**config.mk**
```make
export PLATFORM = sky130hd
export DESIGN_NAME = ddr_cmd_arbiter_flat
export DESIGN_NICKNAME = d
export VERILOG_FILES = /design/src/rtl/ddr_arb_pkg.sv /design/src/rtl/ddr_cmd_arbiter_if.sv /design/src/rtl/ddr_arb_order_fifo.sv /design/src/rtl/ddr_cmd_arbiter.sv /design/src/flat_wrapper.sv
export SDC_FILE = /design/constraint.sdc
export NUM_CORES = 1
export LEC_CHECK = 0
export CAP_MARGIN = 25
export CORE_AREA = 2 2 701 703
export DETAILED_ROUTE_END_ITERATION = 12
export DIE_AREA = 0 0 703 705
export PLACE_DENSITY = 0.3
export SYNTH_ARGS = -nofsm -noshare
export SYNTH_HDL_FRONTEND = slang
export SYNTH_SLANG_ARGS = --single-unit
```
**constraint.sdc**
```tcl
create_clock -name clk -period 3.1 [get_ports clk]
set_input_delay 0.62 -clock clk [delete_from_list [all_inputs] [get_ports clk]]
set_output_delay 0.62 -clock clk [all_outputs]
set_load 0.02 [all_outputs]
```
**src/rtl/ddr_arb_pkg.sv**
```systemverilog
// rtl/ddr_arb_pkg.sv - shared FSM encoding and requester indices for the DDR command arbiter
package ddr_arb_pkg;

    typedef enum logic [1:0] {
        ST_IDLE   = 2'd0,
        ST_GRANT0 = 2'd1,
        ST_GRANT1 = 2'd2
    } arb_state_e;

    localparam logic REQ_M0 = 1'b0;
    localparam logic REQ_M1 = 1'b1;

    function automatic arb_state_e grant_state(input logic idx);
        return (idx == REQ_M1) ? ST_GRANT1 : ST_GRANT0;
    endfunction

endpackage

```
**src/rtl/ddr_cmd_arbiter_if.sv**
```systemverilog
// rtl/ddr_cmd_arbiter_if.sv - command beat channel plus read response channel of one port
interface ddr_cmd_arbiter_if #(
    parameter int DATA_WIDTH = 256,
    parameter int ADDR_WIDTH = 32,
    parameter int STRB_WIDTH = DATA_WIDTH / 8,
    parameter int ID_WIDTH   = 8
);
    logic [ID_WIDTH-1:0]   cmd_id;
    logic [ADDR_WIDTH-1:0] cmd_addr;
    logic                  cmd_lock;
    logic [3:0]            cmd_cache;
    logic [2:0]            cmd_prot;
    logic [DATA_WIDTH-1:0] cmd_wr_data;
    logic [STRB_WIDTH-1:0] cmd_wr_strb;
    logic                  cmd_wr_en;
    logic                  cmd_rd_en;
    logic                  cmd_last;
    logic                  cmd_ready;

    logic [ID_WIDTH-1:0]   rd_resp_id;
    logic [DATA_WIDTH-1:0] rd_resp_data;
    logic                  rd_resp_last;
    logic                  rd_resp_valid;
    logic                  rd_resp_ready;

    // Issues commands and consumes read responses.
    modport master (
        output cmd_id, cmd_addr, cmd_lock, cmd_cache, cmd_prot,
        output cmd_wr_data, cmd_wr_strb, cmd_wr_en, cmd_rd_en, cmd_last,
        input  cmd_ready,
        input  rd_resp_id, rd_resp_data, rd_resp_last, rd_resp_valid,
        output rd_resp_ready
    );

    // Accepts commands and produces read responses.
    modport slave (
        input  cmd_id, cmd_addr, cmd_lock, cmd_cache, cmd_prot,
        input  cmd_wr_data, cmd_wr_strb, cmd_wr_en, cmd_rd_en, cmd_last,
        output cmd_ready,
        output rd_resp_id, rd_resp_data, rd_resp_last, rd_resp_valid,
        input  rd_resp_ready
    );

endinterface

```
**src/rtl/ddr_arb_order_fifo.sv**
```systemverilog
// rtl/ddr_arb_order_fifo.sv - 1-bit FIFO recording which requester owns each outstanding read burst
module ddr_arb_order_fifo
    import ddr_arb_pkg::*;
#(
    parameter int DEPTH = 8
) (
    input  logic clk,
    input  logic resetn,
    input  logic push_i,
    input  logic push_data_i,
    input  logic pop_i,
    output logic full_o,
    output logic empty_o,
    output logic head_o
);
    localparam int AW = (DEPTH > 1) ? $clog2(DEPTH) : 1;
    localparam logic [AW:0] PTR_ONE = {{AW{1'b0}}, 1'b1};

    logic [DEPTH-1:0] mem_q;
    logic [AW:0]      wr_ptr_q;
    logic [AW:0]      rd_ptr_q;
    logic             do_push;
    logic             do_pop;

    // Pointers carry one wrap bit so full and empty are distinguishable.
    assign empty_o = (wr_ptr_q == rd_ptr_q);
    assign full_o  = (wr_ptr_q[AW] != rd_ptr_q[AW]) &&
                     (wr_ptr_q[AW-1:0] == rd_ptr_q[AW-1:0]);
    assign head_o  = mem_q[rd_ptr_q[AW-1:0]];

    assign do_push = push_i & ~full_o;
    assign do_pop  = pop_i & ~empty_o;

    // Storage and pointer update; push and pop in one cycle both take effect.
    always_ff @(posedge clk) begin
        if (!resetn) begin
            mem_q    <= '0;
            wr_ptr_q <= '0;
            rd_ptr_q <= '0;
        end else begin
            if (do_push) begin
                mem_q[wr_ptr_q[AW-1:0]] <= push_data_i;
                wr_ptr_q                <= wr_ptr_q + PTR_ONE;
            end
            if (do_pop) begin
                rd_ptr_q <= rd_ptr_q + PTR_ONE;
            end
        end
    end

endmodule

```
**src/rtl/ddr_cmd_arbiter.sv**
```systemverilog
// rtl/ddr_cmd_arbiter.sv - two-requester burst arbiter in front of a DDR controller with in-order response routing
module ddr_cmd_arbiter
    import ddr_arb_pkg::*;
#(
    parameter int DATA_WIDTH  = 256,
    parameter int ADDR_WIDTH  = 32,
    parameter int STRB_WIDTH  = DATA_WIDTH / 8,
    parameter int ID_WIDTH    = 8,
    parameter int ORDER_DEPTH = 8
) (
    input  logic                   clk,
    input  logic                   resetn,
    ddr_cmd_arbiter_if.slave       m0,
    ddr_cmd_arbiter_if.slave       m1,
    ddr_cmd_arbiter_if.master      ram,
    output logic                   order_err
);
    arb_state_e state_q;
    logic       rr_last_q;
    logic       order_err_q;

    logic       gnt0;
    logic       gnt1;
    logic       pend0;
    logic       pend1;
    logic       elig0;
    logic       elig1;
    logic       pick_valid;
    logic       pick_idx;
    logic       pick_rd;
    logic       last_acc;

    logic       fifo_push;
    logic       fifo_pop;
    logic       fifo_full;
    logic       fifo_empty;
    logic       fifo_head;
    logic       resp_route;
    logic       resp_ready;

    logic [ID_WIDTH-1:0]   sel_id;
    logic [ADDR_WIDTH-1:0] sel_addr;
    logic                  sel_lock;
    logic [3:0]            sel_cache;
    logic [2:0]            sel_prot;
    logic [DATA_WIDTH-1:0] sel_wr_data;
    logic [STRB_WIDTH-1:0] sel_wr_strb;
    logic                  sel_wr_en;
    logic                  sel_rd_en;
    logic                  sel_last;

    assign gnt0 = (state_q == ST_GRANT0);
    assign gnt1 = (state_q == ST_GRANT1);

    // A read cannot start while every order slot is taken; a write always can.
    assign pend0 = m0.cmd_wr_en | m0.cmd_rd_en;
    assign pend1 = m1.cmd_wr_en | m1.cmd_rd_en;
    assign elig0 = pend0 & ~(m0.cmd_rd_en & fifo_full);
    assign elig1 = pend1 & ~(m1.cmd_rd_en & fifo_full);

    // Round-robin pick among eligible requesters, favouring the one not granted last.
    always_comb begin
        pick_valid = elig0 | elig1;
        pick_idx   = REQ_M0;
        if (elig0 && elig1) begin
            pick_idx = (rr_last_q == REQ_M0) ? REQ_M1 : REQ_M0;
        end else if (elig1) begin
            pick_idx = REQ_M1;
        end
    end

    assign pick_rd   = (pick_idx == REQ_M1) ? m1.cmd_rd_en : m0.cmd_rd_en;
    assign fifo_push = (state_q == ST_IDLE) & pick_valid & pick_rd;

    // Zero-latency command path: the granted requester drives the controller directly.
    always_comb begin
        sel_id      = '0;
        sel_addr    = '0;
        sel_lock    = 1'b0;
        sel_cache   = '0;
        sel_prot    = '0;
        sel_wr_data = '0;
        sel_wr_strb = '0;
        sel_wr_en   = 1'b0;
        sel_rd_en   = 1'b0;
        sel_last    = 1'b0;
        if (gnt0) begin
            sel_id      = m0.cmd_id;
            sel_addr    = m0.cmd_addr;
            sel_lock    = m0.cmd_lock;
            sel_cache   = m0.cmd_cache;
            sel_prot    = m0.cmd_prot;
            sel_wr_data = m0.cmd_wr_data;
            sel_wr_strb = m0.cmd_wr_strb;
            sel_wr_en   = m0.cmd_wr_en;
            sel_rd_en   = m0.cmd_rd_en;
            sel_last    = m0.cmd_last;
        end else if (gnt1) begin
            sel_id      = m1.cmd_id;
            sel_addr    = m1.cmd_addr;
            sel_lock    = m1.cmd_lock;
            sel_cache   = m1.cmd_cache;
            sel_prot    = m1.cmd_prot;
            sel_wr_data = m1.cmd_wr_data;
            sel_wr_strb = m1.cmd_wr_strb;
            sel_wr_en   = m1.cmd_wr_en;
            sel_rd_en   = m1.cmd_rd_en;
            sel_last    = m1.cmd_last;
        end
    end

    assign ram.cmd_id      = sel_id;
    assign ram.cmd_addr    = sel_addr;
    assign ram.cmd_lock    = sel_lock;
    assign ram.cmd_cache   = sel_cache;
    assign ram.cmd_prot    = sel_prot;
    assign ram.cmd_wr_data = sel_wr_data;
    assign ram.cmd_wr_strb = sel_wr_strb;
    assign ram.cmd_wr_en   = sel_wr_en;
    assign ram.cmd_rd_en   = sel_rd_en;
    assign ram.cmd_last    = sel_last;

    assign m0.cmd_ready = gnt0 & ram.cmd_ready;
    assign m1.cmd_ready = gnt1 & ram.cmd_ready;

    // The burst ends when its last beat is taken by the controller.
    assign last_acc = (sel_wr_en | sel_rd_en) & ram.cmd_ready & sel_last;

    // Grant FSM: IDLE picks a requester, GRANTn holds until that burst's last beat.
    always_ff @(posedge clk) begin
        if (!resetn) begin
            state_q   <= ST_IDLE;
            rr_last_q <= REQ_M1;
        end else begin
            case (state_q)
                ST_IDLE: begin
                    if (pick_valid) begin
                        state_q   <= grant_state(pick_idx);
                        rr_last_q <= pick_idx;
                    end
                end
                ST_GRANT0, ST_GRANT1: begin
                    if (last_acc) begin
                        state_q <= ST_IDLE;
                    end
                end
                default: state_q <= ST_IDLE;
            endcase
        end
    end

    ddr_arb_order_fifo #(
        .DEPTH (ORDER_DEPTH)
    ) u_order_fifo (
        .clk         (clk),
        .resetn      (resetn),
        .push_i      (fifo_push),
        .push_data_i (pick_idx),
        .pop_i       (fifo_pop),
        .full_o      (fifo_full),
        .empty_o     (fifo_empty),
        .head_o      (fifo_head)
    );

    // Responses follow issue order; with nothing outstanding they are refused.
    assign resp_route = ~fifo_empty;
    assign resp_ready = resp_route &
                        ((fifo_head == REQ_M1) ? m1.rd_resp_ready : m0.rd_resp_ready);
    assign fifo_pop   = ram.rd_resp_valid & resp_ready & ram.rd_resp_last;

    assign ram.rd_resp_ready = resp_ready;

    assign m0.rd_resp_id    = ram.rd_resp_id;
    assign m0.rd_resp_data  = ram.rd_resp_data;
    assign m0.rd_resp_last  = ram.rd_resp_last;
    assign m0.rd_resp_valid = ram.rd_resp_valid & resp_route & (fifo_head == REQ_M0);

    assign m1.rd_resp_id    = ram.rd_resp_id;
    assign m1.rd_resp_data  = ram.rd_resp_data;
    assign m1.rd_resp_last  = ram.rd_resp_last;
    assign m1.rd_resp_valid = ram.rd_resp_valid & resp_route & (fifo_head == REQ_M1);

    // Sticky flag for a response that no outstanding read can own.
    always_ff @(posedge clk) begin
        if (!resetn) begin
            order_err_q <= 1'b0;
        end else if (ram.rd_resp_valid && fifo_empty) begin
            order_err_q <= 1'b1;
        end
    end

    assign order_err = order_err_q;

endmodule

```
**src/flat_wrapper.sv**
```systemverilog
// flat-port wrapper written by rule: the top's interface ports become plain ports
module ddr_cmd_arbiter_flat import ddr_arb_pkg::*;
#(
    parameter int DATA_WIDTH  = 256,
    parameter int ADDR_WIDTH  = 32,
    parameter int STRB_WIDTH  = DATA_WIDTH / 8,
    parameter int ID_WIDTH    = 8,
    parameter int ORDER_DEPTH = 8
)
  (clk, resetn, order_err, m0_cmd_id, m0_cmd_addr, m0_cmd_lock, m0_cmd_cache, m0_cmd_prot, m0_cmd_wr_data, m0_cmd_wr_strb, m0_cmd_wr_en, m0_cmd_rd_en, m0_cmd_last, m0_cmd_ready, m0_rd_resp_id, m0_rd_resp_data, m0_rd_resp_last, m0_rd_resp_valid, m0_rd_resp_ready, m1_cmd_id, m1_cmd_addr, m1_cmd_lock, m1_cmd_cache, m1_cmd_prot, m1_cmd_wr_data, m1_cmd_wr_strb, m1_cmd_wr_en, m1_cmd_rd_en, m1_cmd_last, m1_cmd_ready, m1_rd_resp_id, m1_rd_resp_data, m1_rd_resp_last, m1_rd_resp_valid, m1_rd_resp_ready, ram_cmd_id, ram_cmd_addr, ram_cmd_lock, ram_cmd_cache, ram_cmd_prot, ram_cmd_wr_data, ram_cmd_wr_strb, ram_cmd_wr_en, ram_cmd_rd_en, ram_cmd_last, ram_cmd_ready, ram_rd_resp_id, ram_rd_resp_data, ram_rd_resp_last, ram_rd_resp_valid, ram_rd_resp_ready);
  ddr_cmd_arbiter_if #(.DATA_WIDTH(DATA_WIDTH), .ADDR_WIDTH(ADDR_WIDTH), .STRB_WIDTH(STRB_WIDTH), .ID_WIDTH(ID_WIDTH)) m0_i ();
  ddr_cmd_arbiter_if #(.DATA_WIDTH(DATA_WIDTH), .ADDR_WIDTH(ADDR_WIDTH), .STRB_WIDTH(STRB_WIDTH), .ID_WIDTH(ID_WIDTH)) m1_i ();
  ddr_cmd_arbiter_if #(.DATA_WIDTH(DATA_WIDTH), .ADDR_WIDTH(ADDR_WIDTH), .STRB_WIDTH(STRB_WIDTH), .ID_WIDTH(ID_WIDTH)) ram_i ();
  input  logic clk;
  input  logic resetn;
  output logic order_err;
  input wire logic [$bits(m0_i.cmd_id)-1:0] m0_cmd_id;
  input wire logic [$bits(m0_i.cmd_addr)-1:0] m0_cmd_addr;
  input wire logic [$bits(m0_i.cmd_lock)-1:0] m0_cmd_lock;
  input wire logic [$bits(m0_i.cmd_cache)-1:0] m0_cmd_cache;
  input wire logic [$bits(m0_i.cmd_prot)-1:0] m0_cmd_prot;
  input wire logic [$bits(m0_i.cmd_wr_data)-1:0] m0_cmd_wr_data;
  input wire logic [$bits(m0_i.cmd_wr_strb)-1:0] m0_cmd_wr_strb;
  input wire logic [$bits(m0_i.cmd_wr_en)-1:0] m0_cmd_wr_en;
  input wire logic [$bits(m0_i.cmd_rd_en)-1:0] m0_cmd_rd_en;
  input wire logic [$bits(m0_i.cmd_last)-1:0] m0_cmd_last;
  output wire logic [$bits(m0_i.cmd_ready)-1:0] m0_cmd_ready;
  output wire logic [$bits(m0_i.rd_resp_id)-1:0] m0_rd_resp_id;
  output wire logic [$bits(m0_i.rd_resp_data)-1:0] m0_rd_resp_data;
  output wire logic [$bits(m0_i.rd_resp_last)-1:0] m0_rd_resp_last;
  output wire logic [$bits(m0_i.rd_resp_valid)-1:0] m0_rd_resp_valid;
  input wire logic [$bits(m0_i.rd_resp_ready)-1:0] m0_rd_resp_ready;
  input wire logic [$bits(m1_i.cmd_id)-1:0] m1_cmd_id;
  input wire logic [$bits(m1_i.cmd_addr)-1:0] m1_cmd_addr;
  input wire logic [$bits(m1_i.cmd_lock)-1:0] m1_cmd_lock;
  input wire logic [$bits(m1_i.cmd_cache)-1:0] m1_cmd_cache;
  input wire logic [$bits(m1_i.cmd_prot)-1:0] m1_cmd_prot;
  input wire logic [$bits(m1_i.cmd_wr_data)-1:0] m1_cmd_wr_data;
  input wire logic [$bits(m1_i.cmd_wr_strb)-1:0] m1_cmd_wr_strb;
  input wire logic [$bits(m1_i.cmd_wr_en)-1:0] m1_cmd_wr_en;
  input wire logic [$bits(m1_i.cmd_rd_en)-1:0] m1_cmd_rd_en;
  input wire logic [$bits(m1_i.cmd_last)-1:0] m1_cmd_last;
  output wire logic [$bits(m1_i.cmd_ready)-1:0] m1_cmd_ready;
  output wire logic [$bits(m1_i.rd_resp_id)-1:0] m1_rd_resp_id;
  output wire logic [$bits(m1_i.rd_resp_data)-1:0] m1_rd_resp_data;
  output wire logic [$bits(m1_i.rd_resp_last)-1:0] m1_rd_resp_last;
  output wire logic [$bits(m1_i.rd_resp_valid)-1:0] m1_rd_resp_valid;
  input wire logic [$bits(m1_i.rd_resp_ready)-1:0] m1_rd_resp_ready;
  output wire logic [$bits(ram_i.cmd_id)-1:0] ram_cmd_id;
  output wire logic [$bits(ram_i.cmd_addr)-1:0] ram_cmd_addr;
  output wire logic [$bits(ram_i.cmd_lock)-1:0] ram_cmd_lock;
  output wire logic [$bits(ram_i.cmd_cache)-1:0] ram_cmd_cache;
  output wire logic [$bits(ram_i.cmd_prot)-1:0] ram_cmd_prot;
  output wire logic [$bits(ram_i.cmd_wr_data)-1:0] ram_cmd_wr_data;
  output wire logic [$bits(ram_i.cmd_wr_strb)-1:0] ram_cmd_wr_strb;
  output wire logic [$bits(ram_i.cmd_wr_en)-1:0] ram_cmd_wr_en;
  output wire logic [$bits(ram_i.cmd_rd_en)-1:0] ram_cmd_rd_en;
  output wire logic [$bits(ram_i.cmd_last)-1:0] ram_cmd_last;
  input wire logic [$bits(ram_i.cmd_ready)-1:0] ram_cmd_ready;
  input wire logic [$bits(ram_i.rd_resp_id)-1:0] ram_rd_resp_id;
  input wire logic [$bits(ram_i.rd_resp_data)-1:0] ram_rd_resp_data;
  input wire logic [$bits(ram_i.rd_resp_last)-1:0] ram_rd_resp_last;
  input wire logic [$bits(ram_i.rd_resp_valid)-1:0] ram_rd_resp_valid;
  output wire logic [$bits(ram_i.rd_resp_ready)-1:0] ram_rd_resp_ready;
  assign m0_i.cmd_id = m0_cmd_id;
  assign m0_i.cmd_addr = m0_cmd_addr;
  assign m0_i.cmd_lock = m0_cmd_lock;
  assign m0_i.cmd_cache = m0_cmd_cache;
  assign m0_i.cmd_prot = m0_cmd_prot;
  assign m0_i.cmd_wr_data = m0_cmd_wr_data;
  assign m0_i.cmd_wr_strb = m0_cmd_wr_strb;
  assign m0_i.cmd_wr_en = m0_cmd_wr_en;
  assign m0_i.cmd_rd_en = m0_cmd_rd_en;
  assign m0_i.cmd_last = m0_cmd_last;
  assign m0_cmd_ready = m0_i.cmd_ready;
  assign m0_rd_resp_id = m0_i.rd_resp_id;
  assign m0_rd_resp_data = m0_i.rd_resp_data;
  assign m0_rd_resp_last = m0_i.rd_resp_last;
  assign m0_rd_resp_valid = m0_i.rd_resp_valid;
  assign m0_i.rd_resp_ready = m0_rd_resp_ready;
  assign m1_i.cmd_id = m1_cmd_id;
  assign m1_i.cmd_addr = m1_cmd_addr;
  assign m1_i.cmd_lock = m1_cmd_lock;
  assign m1_i.cmd_cache = m1_cmd_cache;
  assign m1_i.cmd_prot = m1_cmd_prot;
  assign m1_i.cmd_wr_data = m1_cmd_wr_data;
  assign m1_i.cmd_wr_strb = m1_cmd_wr_strb;
  assign m1_i.cmd_wr_en = m1_cmd_wr_en;
  assign m1_i.cmd_rd_en = m1_cmd_rd_en;
  assign m1_i.cmd_last = m1_cmd_last;
  assign m1_cmd_ready = m1_i.cmd_ready;
  assign m1_rd_resp_id = m1_i.rd_resp_id;
  assign m1_rd_resp_data = m1_i.rd_resp_data;
  assign m1_rd_resp_last = m1_i.rd_resp_last;
  assign m1_rd_resp_valid = m1_i.rd_resp_valid;
  assign m1_i.rd_resp_ready = m1_rd_resp_ready;
  assign ram_cmd_id = ram_i.cmd_id;
  assign ram_cmd_addr = ram_i.cmd_addr;
  assign ram_cmd_lock = ram_i.cmd_lock;
  assign ram_cmd_cache = ram_i.cmd_cache;
  assign ram_cmd_prot = ram_i.cmd_prot;
  assign ram_cmd_wr_data = ram_i.cmd_wr_data;
  assign ram_cmd_wr_strb = ram_i.cmd_wr_strb;
  assign ram_cmd_wr_en = ram_i.cmd_wr_en;
  assign ram_cmd_rd_en = ram_i.cmd_rd_en;
  assign ram_cmd_last = ram_i.cmd_last;
  assign ram_i.cmd_ready = ram_cmd_ready;
  assign ram_i.rd_resp_id = ram_rd_resp_id;
  assign ram_i.rd_resp_data = ram_rd_resp_data;
  assign ram_i.rd_resp_last = ram_rd_resp_last;
  assign ram_i.rd_resp_valid = ram_rd_resp_valid;
  assign ram_rd_resp_ready = ram_i.rd_resp_ready;
  ddr_cmd_arbiter #(.DATA_WIDTH(DATA_WIDTH), .ADDR_WIDTH(ADDR_WIDTH), .STRB_WIDTH(STRB_WIDTH), .ID_WIDTH(ID_WIDTH), .ORDER_DEPTH(ORDER_DEPTH)) u_core (.clk(clk), .resetn(resetn), .m0(m0_i), .m1(m1_i), .ram(ram_i), .order_err(order_err));
endmodule
```
## Word-level counts from Yosys, hierarchy flattened

Cells that the tools add are included.

- Order comparisons: 3
- Muxes and demuxes: 34
- Add/subtract/negate cells: 2
- Bitwise logic cells: 27
- Eq/ne operators: 7
- Reductions and logical operators: 8

Operator list:

| operator | number |
|---|---|
| two-way mux 256 bit | 2 |
| two-way mux 32 bit | 4 |
| AND 1 bit | 18 |
| two-way mux 8 bit | 2 |
| two-way mux 1 bit | 15 |
| adder 4 x 1 -> 4 bit (second input constant) | 2 |
| bitwise mux 8 bit | 1 |
| < comparator 3 x 4 -> 1 bit (second input constant) | 2 |
| two-way mux 4 bit | 2 |
| two-way mux 2 bit | 3 |
| two-way mux 3 bit | 2 |
| NOT 1 bit | 5 |
| == test 4 bit | 1 |
| logical AND 1 bit | 4 |
| inequality test 2 x 1 -> 1 bit (second input constant) | 2 |
| OR 1 bit | 4 |
| case mux 2 bit (2 select lines) | 1 |
| AND reduction 2 bit | 2 |
| binary-select mux 1 bit (select 3 bit) | 1 |
| demux 1 bit (select 3 bit) | 1 |
| == test 3 bit | 1 |
| greater-or-equal comparator 3 x 1 -> 1 bit (second input constant) | 1 |
| == test 2 x 1 -> 1 bit (second input constant) | 1 |
| == test 2 bit (second input constant) | 1 |
| other kinds (3) | 3 |

- Register bits: 20
- Output and inout port bits: 875

## Longest topological paths before layout

- Depth in word-level cells: 10
- Gate-level depth with buffers: 8

## By module

From an unflattened synthesis, not the netlist that was laid out.

- Cells, all modules: 1792
- Area, all modules: 10003.3 µm²

By module, submodules not included:

| module | cells an instance | area each (µm²) | times used |
|---|---|---|---|
| ddr_cmd_arbiter | 1690 | 9056.2 | 1 |
| ddr_arb_order_fifo | 102 | 947.2 | 1 |

## Least setup slack after synthesis

Ideal clock, no wire load.

- Path kind: register -> output
- From: register u_core.state_q[0]
- To: output ram_cmd_wr_data[38]
- Arrival: 1.952 ns
- Slack: 0.528 ns
- Stages on the path, launching flop included: 8
- Cells stage by stage: dfxtp_1 > inv_1 > ha_1 > clkbuf_1 > clkbuf_1 > buf_1 > nand2_1 > o21ai_0

- Word-level cells in the longest chain between the ends: 3
- Elaborated cells between the ends (all ways): 4

Ends and longest elaborated chain:

| what | RTL line | source |
|---|---|---|
| start: declaration | ddr_cmd_arbiter.sv:18 | `arb_state_e state_q;` |
| start signal: assignment | ddr_cmd_arbiter.sv:138 | `state_q <= grant_state(pick_idx);` |
| == test 2 bit | ddr_cmd_arbiter.sv:53 | `assign gnt1 = (state_q == ST_GRANT1);` |
| two-way mux 256 bit | ddr_cmd_arbiter.sv:98 | `end else if (gnt1) begin` |
| two-way mux 256 bit (*) | ddr_cmd_arbiter.sv:87 | `if (gnt0) begin` |
| end: declaration | flat_wrapper.sv:54 | `output wire logic [$bits(ram_i.cmd_wr_data)-1:0] ram_cmd_wr_data;` |

Every way passes the cells marked *; elsewhere a longest branch is shown, timed or not.

## Worst setup path in the final report

- From: register u_core.state_q[0]
- To: output ram_cmd_wr_data[163]

Same word-level chain as after synthesis.

==> impl_metrics.env <==
export IMPL_status="completed"
export IMPL_synth_common_cells="nand2_1, buf_4, o21ai_0"
export IMPL_overflow=0
export IMPL_grt_max_degree=62
export IMPL_core_um2=488000
export IMPL_cts_root_buf="clkbuf_16"
export IMPL_hpwl_um=344000
export IMPL_clock_latency_ps=260
export IMPL_design_area_um2=28600
export IMPL_syn_area_um2=9920
export IMPL_grt_pass1_vias=15000
export IMPL_yosys_warnings=0
export IMPL_slowest_stage="dfxtp_1"
export IMPL_path_cells="inv_2 -> ha_4 -> buf_16 -> buf_12 -> nand2_1 -> o21ai_0 -> buf_4 -> buf_12"
export IMPL_htreeDepth=1
export IMPL_grt_pass1_wl_um=395000
export IMPL_final_antenna_net_count=0
export IMPL_drt_pass1_iter_count=5
export IMPL_ys_types=45
export IMPL_antenna_found_initial=144
export IMPL_clock_fmax_mhz=328
export IMPL_ys_ff_latch=20
export IMPL_critPathMostFrequentCell="buf_12"
export IMPL_worstSetupPathType="flip-flop to primary output"
export IMPL_fin_crit_ps=3050
export IMPL_worst_slew_pin_slew_ps=682
export IMPL_vias=15900
export IMPL_die_w_um=703
export IMPL_syn_nets=2755
export IMPL_yosysMostFrequentCell="nand2_1"
export IMPL_power_density_nw_per_um2=789
export IMPL_endpoint_kind="primary output"
export IMPL_cap_violations=0
export IMPL_wirelength_um=362000
export IMPL_synth_top_area_share_pct=40.1
export IMPL_cts_sinks=20
export IMPL_async_flop_share_pct=0
export IMPL_slew_headroom_pct=54.2
export IMPL_seq_area_frac_synth_pct=4.04
export IMPL_dp_cells=8834
export IMPL_max_stage_delay_ps=360
export IMPL_area_growth_pct=188
export IMPL_cpLargestDelayFamily="buffers and inverters"
export IMPL_hold_slack_ps=490
export IMPL_setup_viol=0
export IMPL_cp_arrival_ps=2430
export IMPL_cts_buffer_depth=2
export IMPL_min_path_type="flip-flop to flip-flop"
export IMPL_post_route_cells_drive_above_1_share_pct=20.9
export IMPL_cts_tree="yes"
export IMPL_ys_top_cells_by_area="buf_4, nand2_1, o21ai_0"
export IMPL_ir_drop_uv=281
export IMPL_track_usage_pct=13.9
export IMPL_worstPathRequired_ps=2480
export IMPL_rows=257
export IMPL_io_buffers=1031
export IMPL_report_final_slew_viol_count=0
export IMPL_io_pins=1824
export IMPL_fin_cells=8873
export IMPL_wl_per_cell_um=40.8
export IMPL_cts_buffers=3
export IMPL_dieArea_um2=496000
export IMPL_synth_edf_count=0
export IMPL_grt_setup_unrepaired="true"
export IMPL_place_congestion=0.874
export IMPL_p_leak_nw=8.67
export IMPL_hold_viol_final=0
export IMPL_finalClockSkew_ps=4.65
export IMPL_path_max_fanout=46
export IMPL_vias_per_cell=1.79
export IMPL_clk_pin_slew_worst_paths_ps=60
export IMPL_min_period_over_period_pct=98.3
export IMPL_die_y_um=705
export IMPL_drc_errors=0
export IMPL_dp_slack_ps=-302
export IMPL_dpl_cell_area_um2=28000
export IMPL_syn_avg_cell_area_um2=5.51
export IMPL_initialDrtViolationCount=1079
export IMPL_cp_start_kind="flip-flop"
export IMPL_synth_area_leader_cell="buf_4"
export IMPL_finalNetCount=3329
export IMPL_start_util_pct=2.03
export IMPL_synth_ff_type="dfxtp_1"
export IMPL_cts_hold_buffers_added=0
export IMPL_path_buf_inv=5
export IMPL_final_setup_worst_slack_ps=53.0
export IMPL_synthCells=1801
==> stage by stage <==
stage / power (mW) / utilization (%) / setup TNS, ps
6_report: 22.5 / 5.85 / 0
5_1_grt: 24.3 / 5.85 / -16.7
4_1_cts: 23.5 / 5.81 / -31.6
3_5_place_dp: 22.6 / 5.74 / -725
3_3_place_gp: 22.7 / 5.72 / -6680
2_1_floorplan: 6.41 / - / 0
==> layer usage <==
metal / part of all wire (%) / vias up / track usage, %
met4: 2.5 / 96 / 2.35
li1: - / 6370 / -
met5: 0.42 / - / 1.38
met2: 42 / 2252 / 21.1
met3: 28 / 413 / 18.0
met1: 28 / 6740 / 11.0
==> registers in the layout (all words and copies together) (netlist names) <==
| name | cells |
|---|---|
| u_core.state_q | 2 |
| u_core.u_order_fifo.rd_ptr_q | 4 |
| u_core.u_order_fifo.mem_q | 8 |
| u_core.u_order_fifo.wr_ptr_q | 4 |
| u_core.rr_last_q | 1 |
| u_core.order_err | 1 |
==> final timing paths <==
check	startpoint	end	slack [ps]	depth (start not counted)
worst max-delay path	u_core.state_q[0]	ram_cmd_wr_data[163]	50	8
worst min-delay path	u_core.u_order_fifo.rd_ptr_q[3]	u_core.u_order_fifo.rd_ptr_q[3]	490	2
worst max register to register	u_core.state_q[1]	u_core.state_q[0]	690	9
worst min register to register	u_core.u_order_fifo.rd_ptr_q[3]	u_core.u_order_fifo.rd_ptr_q[3]	490	2
==> cells by family (layout without fill, tap and decap cells) <==
| kind of cell | after synthesis | after routing | share of synthesized area [%] |
|---|---|---|---|
| and+or+nand+nor | 736 | 736 | 29.1 |
| buffers and inverters | 661 | 1234 | 45.2 |
| AOI/OAI and AO/OA | 354 | 354 | 18.3 |
| DFF | 20 | 20 | 4.04 |
| muxes | 15 | 15 | 1.89 |
| xor gates and xnor gates | 10 | 10 | 0.883 |
| adders and majority gates | 5 | 5 | 0.631 |
| other | 0 | 24 | 0 |
==> worst reg2reg max path: stages (launching register included) <==
cell	delay, ps
dfxtp_1	370
inv_1	110
ha_4	250
buf_12	170
clkbuf_16	220
nand3b_1	300
nand4_1	170
a31oi_1	150
or3_1	340
o32ai_1	230
==> placed cells by master, fill, tap and decap left out, types with 5 or more instances in the layout <==
cell type and instances:
nand3_1 7, diode_2 24, xor2_1 6, dfxtp_1 20, inv_1 6, nand4_1 5, buf_12 274, mux2i_1 12
buf_6 6, o21ai_0 294, buf_4 180, dlymetal6s2s_1 33, buf_16 6, o21ai_2 9, dlygate4sd2_1 16, nand2_1 677
clkbuf_16 5, nor3_1 5, o21ai_1 33, nor2_1 18, clkdlybuf4s50_1 705
==> timing repair <==
| item | CTS | global route |
|---|---|---|
| buffers inserted | 7 | 1 |
| setup endpoints to repair | 56 | 84 |
| resized for setup | 66 | 56 |
| cloned | 2 | 2 |
==> area by class of cell <==
type | count | area [um2]
multi-input combinational | 1120 | 5120
inverter | 7 | 26.3
clock inverter | 1 | 30.0
tap | 6475 | 8100
antenna | 24 | 60.1
sequential | 20 | 400
fill | 57800 | 460000
clock buffer | 3 | 75.1
timing repair buffer | 1223 | 14800
==> power by group <==
group	switching, mW	total (mW)	internal (mW)
clock network	0.111	0.368	0.257
logic	13.6	21.8	8.21
registers	0.0419	0.340	0.298
total	13.8	22.5	8.76
Power figures use the tool's default switching activity.
